===== config.mk =====
export PLATFORM = sky130hd
export DESIGN_NAME = im_lut_prog
export DESIGN_NICKNAME = d
export VERILOG_FILES = /design/src/rtl/im_lut_prog.sv
export SDC_FILE = /design/constraint.sdc
export NUM_CORES = 1
export LEC_CHECK = 0
export ABC_AREA = 1
export CAP_MARGIN = 20
export CORE_MARGIN = 5
export CORE_UTILIZATION = 30
export DETAILED_ROUTE_END_ITERATION = 16
export PLACE_DENSITY = 0.57
export SETUP_SLACK_MARGIN = 0.3
export SLEW_MARGIN = 20
export SYNTH_ARGS = -nofsm -noshare
export SYNTH_HDL_FRONTEND = slang
export SYNTH_SLANG_ARGS = --single-unit
export TNS_END_PERCENT = 50

===== constraint.sdc =====
create_clock -name clk -period 2.65 [get_ports clk]
set_input_delay 0.265 -clock clk [delete_from_list [all_inputs] [get_ports clk]]
set_output_delay 0.265 -clock clk [all_outputs]
set_load 0.005 [all_outputs]

===== src/rtl/im_lut_prog.sv =====
// im_lut_prog: writable immediate lookup table for the LOAD_IMM path.
// Self-clearing, single-entry writes, burst loader, forwarded reads.
module im_lut_prog #(
  parameter int DATA_PATH_WIDTH = 8,
  parameter int INDEX_WIDTH     = 5,
  parameter int NUM_RD_PORTS    = 2
) (
  input  logic                                   clk,
  input  logic                                   rst_n,
  input  logic [NUM_RD_PORTS*INDEX_WIDTH-1:0]     rd_index,
  output logic [NUM_RD_PORTS*DATA_PATH_WIDTH-1:0] rd_value,
  input  logic                                   wr_valid,
  input  logic [INDEX_WIDTH-1:0]                  wr_index,
  input  logic [DATA_PATH_WIDTH-1:0]              wr_data,
  output logic                                   wr_ready,
  input  logic                                   stream_start,
  input  logic [INDEX_WIDTH-1:0]                  stream_base,
  input  logic [INDEX_WIDTH:0]                    stream_len,
  input  logic                                   stream_valid,
  input  logic [DATA_PATH_WIDTH-1:0]              stream_data,
  output logic                                   stream_ready,
  output logic                                   stream_done,
  input  logic                                   clear_req,
  output logic                                   lut_ready
);

  localparam int DW    = DATA_PATH_WIDTH;
  localparam int IW    = INDEX_WIDTH;
  localparam int LW    = INDEX_WIDTH + 1;
  localparam int DEPTH = 2 ** INDEX_WIDTH;

  typedef enum logic [1:0] {
    CLEAR  = 2'd0,
    IDLE   = 2'd1,
    STREAM = 2'd2
  } state_t;

  state_t          state;
  logic [IW-1:0]   clr_ptr;
  logic [IW-1:0]   ptr;
  logic [LW-1:0]   remaining;
  logic [DW-1:0]   mem [DEPTH];

  logic            wr_fire;
  logic            beat_fire;
  logic            mem_we;
  logic [IW-1:0]   mem_idx;
  logic [DW-1:0]   mem_dat;

  assign lut_ready    = (state != CLEAR);
  assign wr_ready     = (state == IDLE);
  assign stream_ready = (state == STREAM);

  assign wr_fire   = wr_valid && wr_ready && !clear_req;
  assign beat_fire = stream_valid && stream_ready && !clear_req;

  // Select the single table write for this cycle
  always_comb begin
    mem_we  = 1'b0;
    mem_idx = '0;
    mem_dat = '0;
    unique case (1'b1)
      state == CLEAR: begin
        mem_we  = 1'b1;
        mem_idx = clr_ptr;
      end
      wr_fire: begin
        mem_we  = 1'b1;
        mem_idx = wr_index;
        mem_dat = wr_data;
      end
      beat_fire: begin
        mem_we  = 1'b1;
        mem_idx = ptr;
        mem_dat = stream_data;
      end
      default: ;
    endcase
  end

  // Table storage; contents are zeroed by the CLEAR sweep, not by reset
  always_ff @(posedge clk) begin
    if (mem_we) mem[mem_idx] <= mem_dat;
  end

  // Control FSM with sweep pointer, burst pointer and done pulse
  always_ff @(posedge clk or negedge rst_n) begin
    if (!rst_n) begin
      state       <= CLEAR;
      clr_ptr     <= '0;
      ptr         <= '0;
      remaining   <= '0;
      stream_done <= 1'b0;
    end else begin
      stream_done <= 1'b0;
      if (clear_req) begin
        state   <= CLEAR;
        clr_ptr <= '0;
      end else begin
        unique case (state)
          CLEAR: begin
            clr_ptr <= clr_ptr + IW'(1);
            if (clr_ptr == IW'(DEPTH - 1)) state <= IDLE;
          end
          IDLE: begin
            if (stream_start && stream_len != '0) begin
              ptr       <= stream_base;
              remaining <= stream_len;
              state     <= STREAM;
            end
          end
          STREAM: begin
            if (beat_fire) begin
              ptr       <= ptr + IW'(1);
              remaining <= remaining - LW'(1);
              if (remaining == LW'(1)) begin
                state       <= IDLE;
                stream_done <= 1'b1;
              end
            end
          end
          default: state <= CLEAR;
        endcase
      end
    end
  end

  // Combinational read ports with same-cycle forwarding
  for (genvar p = 0; p < NUM_RD_PORTS; p++) begin : g_rd
    logic [IW-1:0] idx;
    assign idx = rd_index[p*IW +: IW];
    assign rd_value[p*DW +: DW] =
      (state == CLEAR)          ? '0 :
      (mem_we && mem_idx == idx) ? mem_dat :
                                   mem[idx];
  end

endmodule


After elaboration in Yosys (flattened, before gate mapping)

Memories as Yosys holds them, arrays and structs flattened.
Index checks and enable logic that the tools add are counted.

Add/sub/neg operators: 3
Multiply operators: 0
Divide/modulo/power cells: 0
Magnitude comparators: 0
Equality and inequality tests: 12
Shift operators: 0
Muxes and demuxes: 27
Bitwise logic cells: 1
Reduce and logical (&&, ||, !) cells: 16

Operators by type and width:

| operator                                         | number |
|---|---|
| 2-to-1 mux 8 bit                                 | 4 |
| 2-to-1 mux 5 bit                                 | 4 |
| case mux 8 bit (2 select lines)                  | 1 |
| case mux 5 bit (3 select lines)                  | 1 |
| 2-to-1 mux 6 bit                                 | 2 |
| case mux 6 bit (2 select lines)                  | 1 |
| adder 5 x 1 -> 5 bit, second input constant      | 2 |
| == test 5 bit                                    | 2 |
| 2-to-1 mux 2 bit                                 | 5 |
| case mux 5 bit (2 select lines)                  | 1 |
| != test 3 x 1 -> 1 bit, second input constant    | 3 |
| AND reduction 4 bit                              | 2 |
| logical AND 1 bit                                | 7 |
| 2-to-1 mux 1 bit                                 | 7 |
| == test 6 x 1 -> 1 bit, second input constant    | 1 |
| case mux 2 bit (3 select lines)                  | 1 |
| nonzero test 2 bit                               | 3 |
| nonzero test 6 bit                               | 1 |
| subtractor 6 x 1 -> 6 bit, second input constant | 1 |
| == test 5 bit, second input constant             | 1 |
| != test 2 x 1 -> 1 bit, second input constant    | 2 |
| != test 3 x 2 -> 1 bit, second input constant    | 1 |
| OR reduction 3 bit                               | 1 |
| == test 2 x 1 -> 1 bit, second input constant    | 1 |
| other kinds (4)                                  | 4 |

Register bits after elaboration: 19
Bits in latches: 0
RAM bits: 256
ROM bits: 0
Input port bits: 48
Output and inout bits: 20
Word-level logic and storage cells: 65
Memories kept: 1

Memories:

| name | depth | width | rd ports | clocked after Yosys merged registers in | write ports | line | RTL |
|---|---|---|---|---|---|---|---|
| mem  | 32    | 8     | 2        | 0                                       | 1           | 42   | `logic [DW-1:0] mem [DEPTH];` |

Logic depth before layout (Yosys ltp)

Word-level depth: 8
Mapped depth: 14

Least setup slack after synthesis

No wires, ideal clock.

Path type: register -> output
Start: register state[0]
End: output rd_value[0]
Arrival: 2.386 ns
Required time: 2.385 ns
Path slack: -0.001 ns
Stages on the path, launching flop included: 9
Path buffers: 1
Path through: dfrtp_1 > nor2_2 > nand3_1 > buf_2 > o22ai_1 > inv_1 > nand4_1 > nand2_1 > nor2_1

Elaborated cells on any way between the ends: 15
Those cells by class: 3 x eq/ne; 5 x mux; 7 x reduce/logical

RTL lines:

| element                                                        | line   | RTL |
|---|---|---|
| start, declared                                                | 38     | `state_t state;` |
| start signal, assigned                                         | 89     | `state <= CLEAR;` |
| start signal, assigned                                         | 97     | `state <= CLEAR;` |
| start signal, assigned                                         | 103    | `if (clr_ptr == IW'(DEPTH - 1)) state <= IDLE;` |
| == test 2 bit / == test 2 x 1 -> 1 bit (equally long branches) | 52, 51 |  |
| logical AND 1 bit, on equally long branches (2 in series)      | 55, 54 |  |
| case mux 8 bit (2 select lines) *                              | 62     | `unique case (1'b1)` |
| named net mem_dat[0]                                           | 48     | `logic [DW-1:0] mem_dat;` |
| 2-to-1 mux 8 bit *                                             | 134    | `(mem_we && mem_idx == idx) ? mem_dat :` |
| 2-to-1 mux 8 bit *                                             | 133    | `(state == CLEAR) ? '0 :` |
| end, declared                                                  | 11     | `output logic [NUM_RD_PORTS*DATA_PATH_WIDTH-1:0] rd_value,` |

The timed path passes the listed nets; every way through them passes the cells marked *.

Worst setup path in the final report

Start: register state[0]
End: output rd_value[14]

Word-level cells in the longest chain between the ends: 8
Elaborated cells on any way between the ends: 15
Those cells by class: 3 x eq/ne; 5 x mux; 7 x reduce/logical

RTL lines:

| element                                                                      | line |
|---|---|
| == test 2 bit / == test 2 x 1 -> 1 bit (equally long branches)               | 52, 51 |
| logical AND 1 bit, on equally long branches (2 in series)                    | 55, 54 |
| case mux 5 bit (3 select lines) / OR reduction 3 bit (equally long branches) | - |
| == test 5 bit / 2-to-1 mux 1 bit (equally long branches)                     | 134, 62 |
| logical AND 1 bit                                                            | 134 |
| 2-to-1 mux 8 bit                                                             | 134 |
| 2-to-1 mux 8 bit *                                                           | 133 |

Every way passes the cells marked *; elsewhere a longest branch is shown, timed or not.

==> flow_summary_export.csv <==
group,metric,value,unit
global_routing,antenna_found_initial,0,
synthesis,ys_seq_area_frac,0.5517,
clock_network,cts.sinks,275,
drt,ant_nets,0,
synthesis,yosys_warnings,0,
drt,via_per_inst,5.245,
sta,max_freq,355.2,MHz
sta,worst_slack,-165.4,ps
sta,tightest_slew,513.7,ps
drt,drt-total-wl,51590,um
clock_network,cts_buffers,31,
power,pwr-share-clk,0.354,
global_routing,grt_max_degree,73,
clock_network,cts_tree,"built",
sta,period_needed,2815,ps
drt,drt_pass1_iterations,5,
clock_network,ctsLongestPathBuffers,3,
power,power_switching,3.392,mW
power,power.density,626.1,nW/um^2
power,p_int,8.344,mW
critical_path,required,2380,ps
global_routing,overflow,0,
hold_path,min_path_type,"in2async",
placement,placement.io_buffers,67,
sta,finalHoldViolCount,0,
final_layout,final_area,18750,um^2
sta,skew,16.59,ps
die,start_util,0.3029,
global_routing,track_usage,0.1867,
synthesis,ys_ff_latch,275,
clock_network,clk_latency,580,ps
final_layout,fin_util,0.3838,
critical_path,cp.arrival,2550,ps
global_routing,grt_first_pass_wirelength,78640,um
power,swShare,0.2890,
drt,wl_per_cell,19.91,um
power,vdd_drop_max,0.0004085,V
synthesis,syn_inst,1741,
critical_path,worst_setup_path_start_kind,"flop",
job,cap_viol_max_count,0,
clock_network,htreeDepth,1,
drt,drt_iter0_drc,1497,
die,dieArea,53860,um^2
die,die_h,232.1,um
synthesis,synth_top_area_share,0.5195,
synthesis,yosys-top-cells-area,"edfxtp_1 52%, nand3_1 13%, nand2_1 13%, o21ai_0 3.7%, a21oi_1 3.5%",
die,io_pins,68,
clock_network,root_buffer,"clkbuf_16",
final_layout,area_delta_synth_final,26.70,%
global_routing,first_global_vias,13196,
drt,drc,0,
sta,rsz0062_at_grt,"yes",
die,die_x,232.1,um
final_layout,num-nets-final,1955,
sta,finalMaxSlewViolations,0,
final_layout,final_cell_mix,"483 x nand2_1, 376 x nand3_1, 256 x edfxtp_1",
critical_path,crit_fanout,5,
power,pwr-share-seq,0.439,
synthesis,synth_nets,1794,
drt,via_count,13590,
power,p_comb_frac,0.207,
synthesis,synth.avg_cell_area,8.499,um^2
die,rows,81,
synthesis,synth_area,14800,um^2
sta,setup_viol,32,
status,status,"finished with violations",
synthesis,synth_top_cell_by_area,"edfxtp_1",
synthesis,synth_cell_types,34,
sta,relSlewSlack,0.6575,
critical_path,worstSetupPathType,"reg2out",
final_layout,final_common_cell,"nand2_1",
power,leakagePower,7.495,nW
placement,place_area,17370,um^2
status,violations,"negative setup slack",
placement,globalplace.congestion,0.9340,
critical_path,endpoint_kind,"output pin",
sta,min_period_over_period,1.062,
clock_network,clkTransAtPathRegs,60,ps
final_layout,layout-drive-gt1-share,0.1620,
die,core-area,48850,um^2
placement,dp_hpwl,33740,um
[stage by stage]
step | setup WS, ps | TNS (ps) | hold slack (ps) | cells | power, mW
after global routing | -270.0 | -5310 | 62.35 | 2590 | 12.25
after CTS | -101.5 | -962.9 | 26.35 | 2585 | 11.72
after global placement | -296.3 | -3920 | 535.5 | 2503 | 7.406
final | -165.4 | -2397 | 43.30 | 2591 | 11.74
after floorplan | -1.403 | -5.732 | -30.59 | 1741 | 6.384
after detailed placement | -336.8 | -3964 | 540.4 | 2503 | 7.421
[registers in the layout (all words and copies together) (netlist names)]
name and count:
ptr 5, state 2, clr_ptr 5, remaining 6
mem 256, stream_done 1
[critical path, stage by stage (launching register included)]
cell and delay (ps):
dfrtp_2 470, buf_6 140, nor2_4 160, buf_12 160, nand2_4 50, nand4_1 110, nand2_1 100, nor2_2 180
nand3_4 140, buf_6 150, nand2_2 50, inv_2 40, nor2_2 100, buf_2 140
[what timing repair did]
| action | 4_1_cts | 5_1_grt |
|---|---|---|
| hold buffers | 0 | 0 |
| buffers inserted | 23 | 5 |
| setup endpoints to repair | 18 | 94 |
| gates resized for setup | 103 | 37 |
| pin swaps | 38 | 22 |
| cloned | 2 | 0 |
[layer usage]
layer	part of all wire	global-route usage	vias to the layer above	wire length, um
li1	-	-	6328	-
met1	0.42	0.2536	6489	21450
met2	0.46	0.3034	649	23950
met3	0.078	0.02727	124	3999
met4	0.042	0.07127	0	2185
met5	0	0	-	0
[logic make-up after synthesis]
logic type / after synthesis / synth area share
flops: 275 / 0.5517
buf+inv: 233 / 0.06384
fa+ha+maj: 5 / 0.004228
simple gates: 996 / 0.2991
compound gates: 230 / 0.07999
xor+xnor: 2 / 0.001184
[final cells by class]
class | instances | area (um^2)
Clock buffer | 38 | 802.0
Clock inverter | 19 | 168.9
Antenna cell | 1 | 2.502
Inverter | 119 | 456.7
Fill cell | 4841 | 30100
Multi-Input combinational cell | 1235 | 6005
Sequential cell | 275 | 8165
Tap cell | 664 | 830.8
Timing Repair Buffer | 240 | 2316
[cells in the mapped netlist (all sizes together)]
cell type	count
nand2	503
nand3	384
edfxtp	256
inv	113
o21ai	108
a21oi	103
nor2	78
buf	57
clkbuf	57
nand4	28
dfrtp	19
o22ai	10
clkinv	6
ha	5
a31oi	4
a22oi	2
o211ai	2
xnor2	2
a32o	1
nor3	1
nor4	1
or2	1
[path summary, 6_finish.rpt]
| kind | startpoint | end | slack (ps) | depth (start not counted) |
|---|---|---|---|---|
| setup / recovery | state[0] | rd_value[14] | -170 | 13 |
| hold reg to reg | remaining[5] | remaining[5] | 570 | 2 |
| setup reg to reg | state[0] | mem[4][0] | -60 | 17 |
| min in group clk | stream_base[1] | ptr[1] | 290 | 3 |
| max in group asynchronous | rst_n | state[1] | 2360 | 2 |
| hold / removal | rst_n | stream_done | 40 | 2 |
[power groups by stage]
stage	logic, mW	registers, mW	clock network (mW)
floorplan	1.21	5.18	0
detailed placement	2.19	5.23	0
CTS	2.34	5.15	4.23
global route	2.64	5.18	4.44
finish	2.43	5.16	4.15
global placement	2.18	5.23	0
No activity file was read; power rests on OpenSTA's default activity.
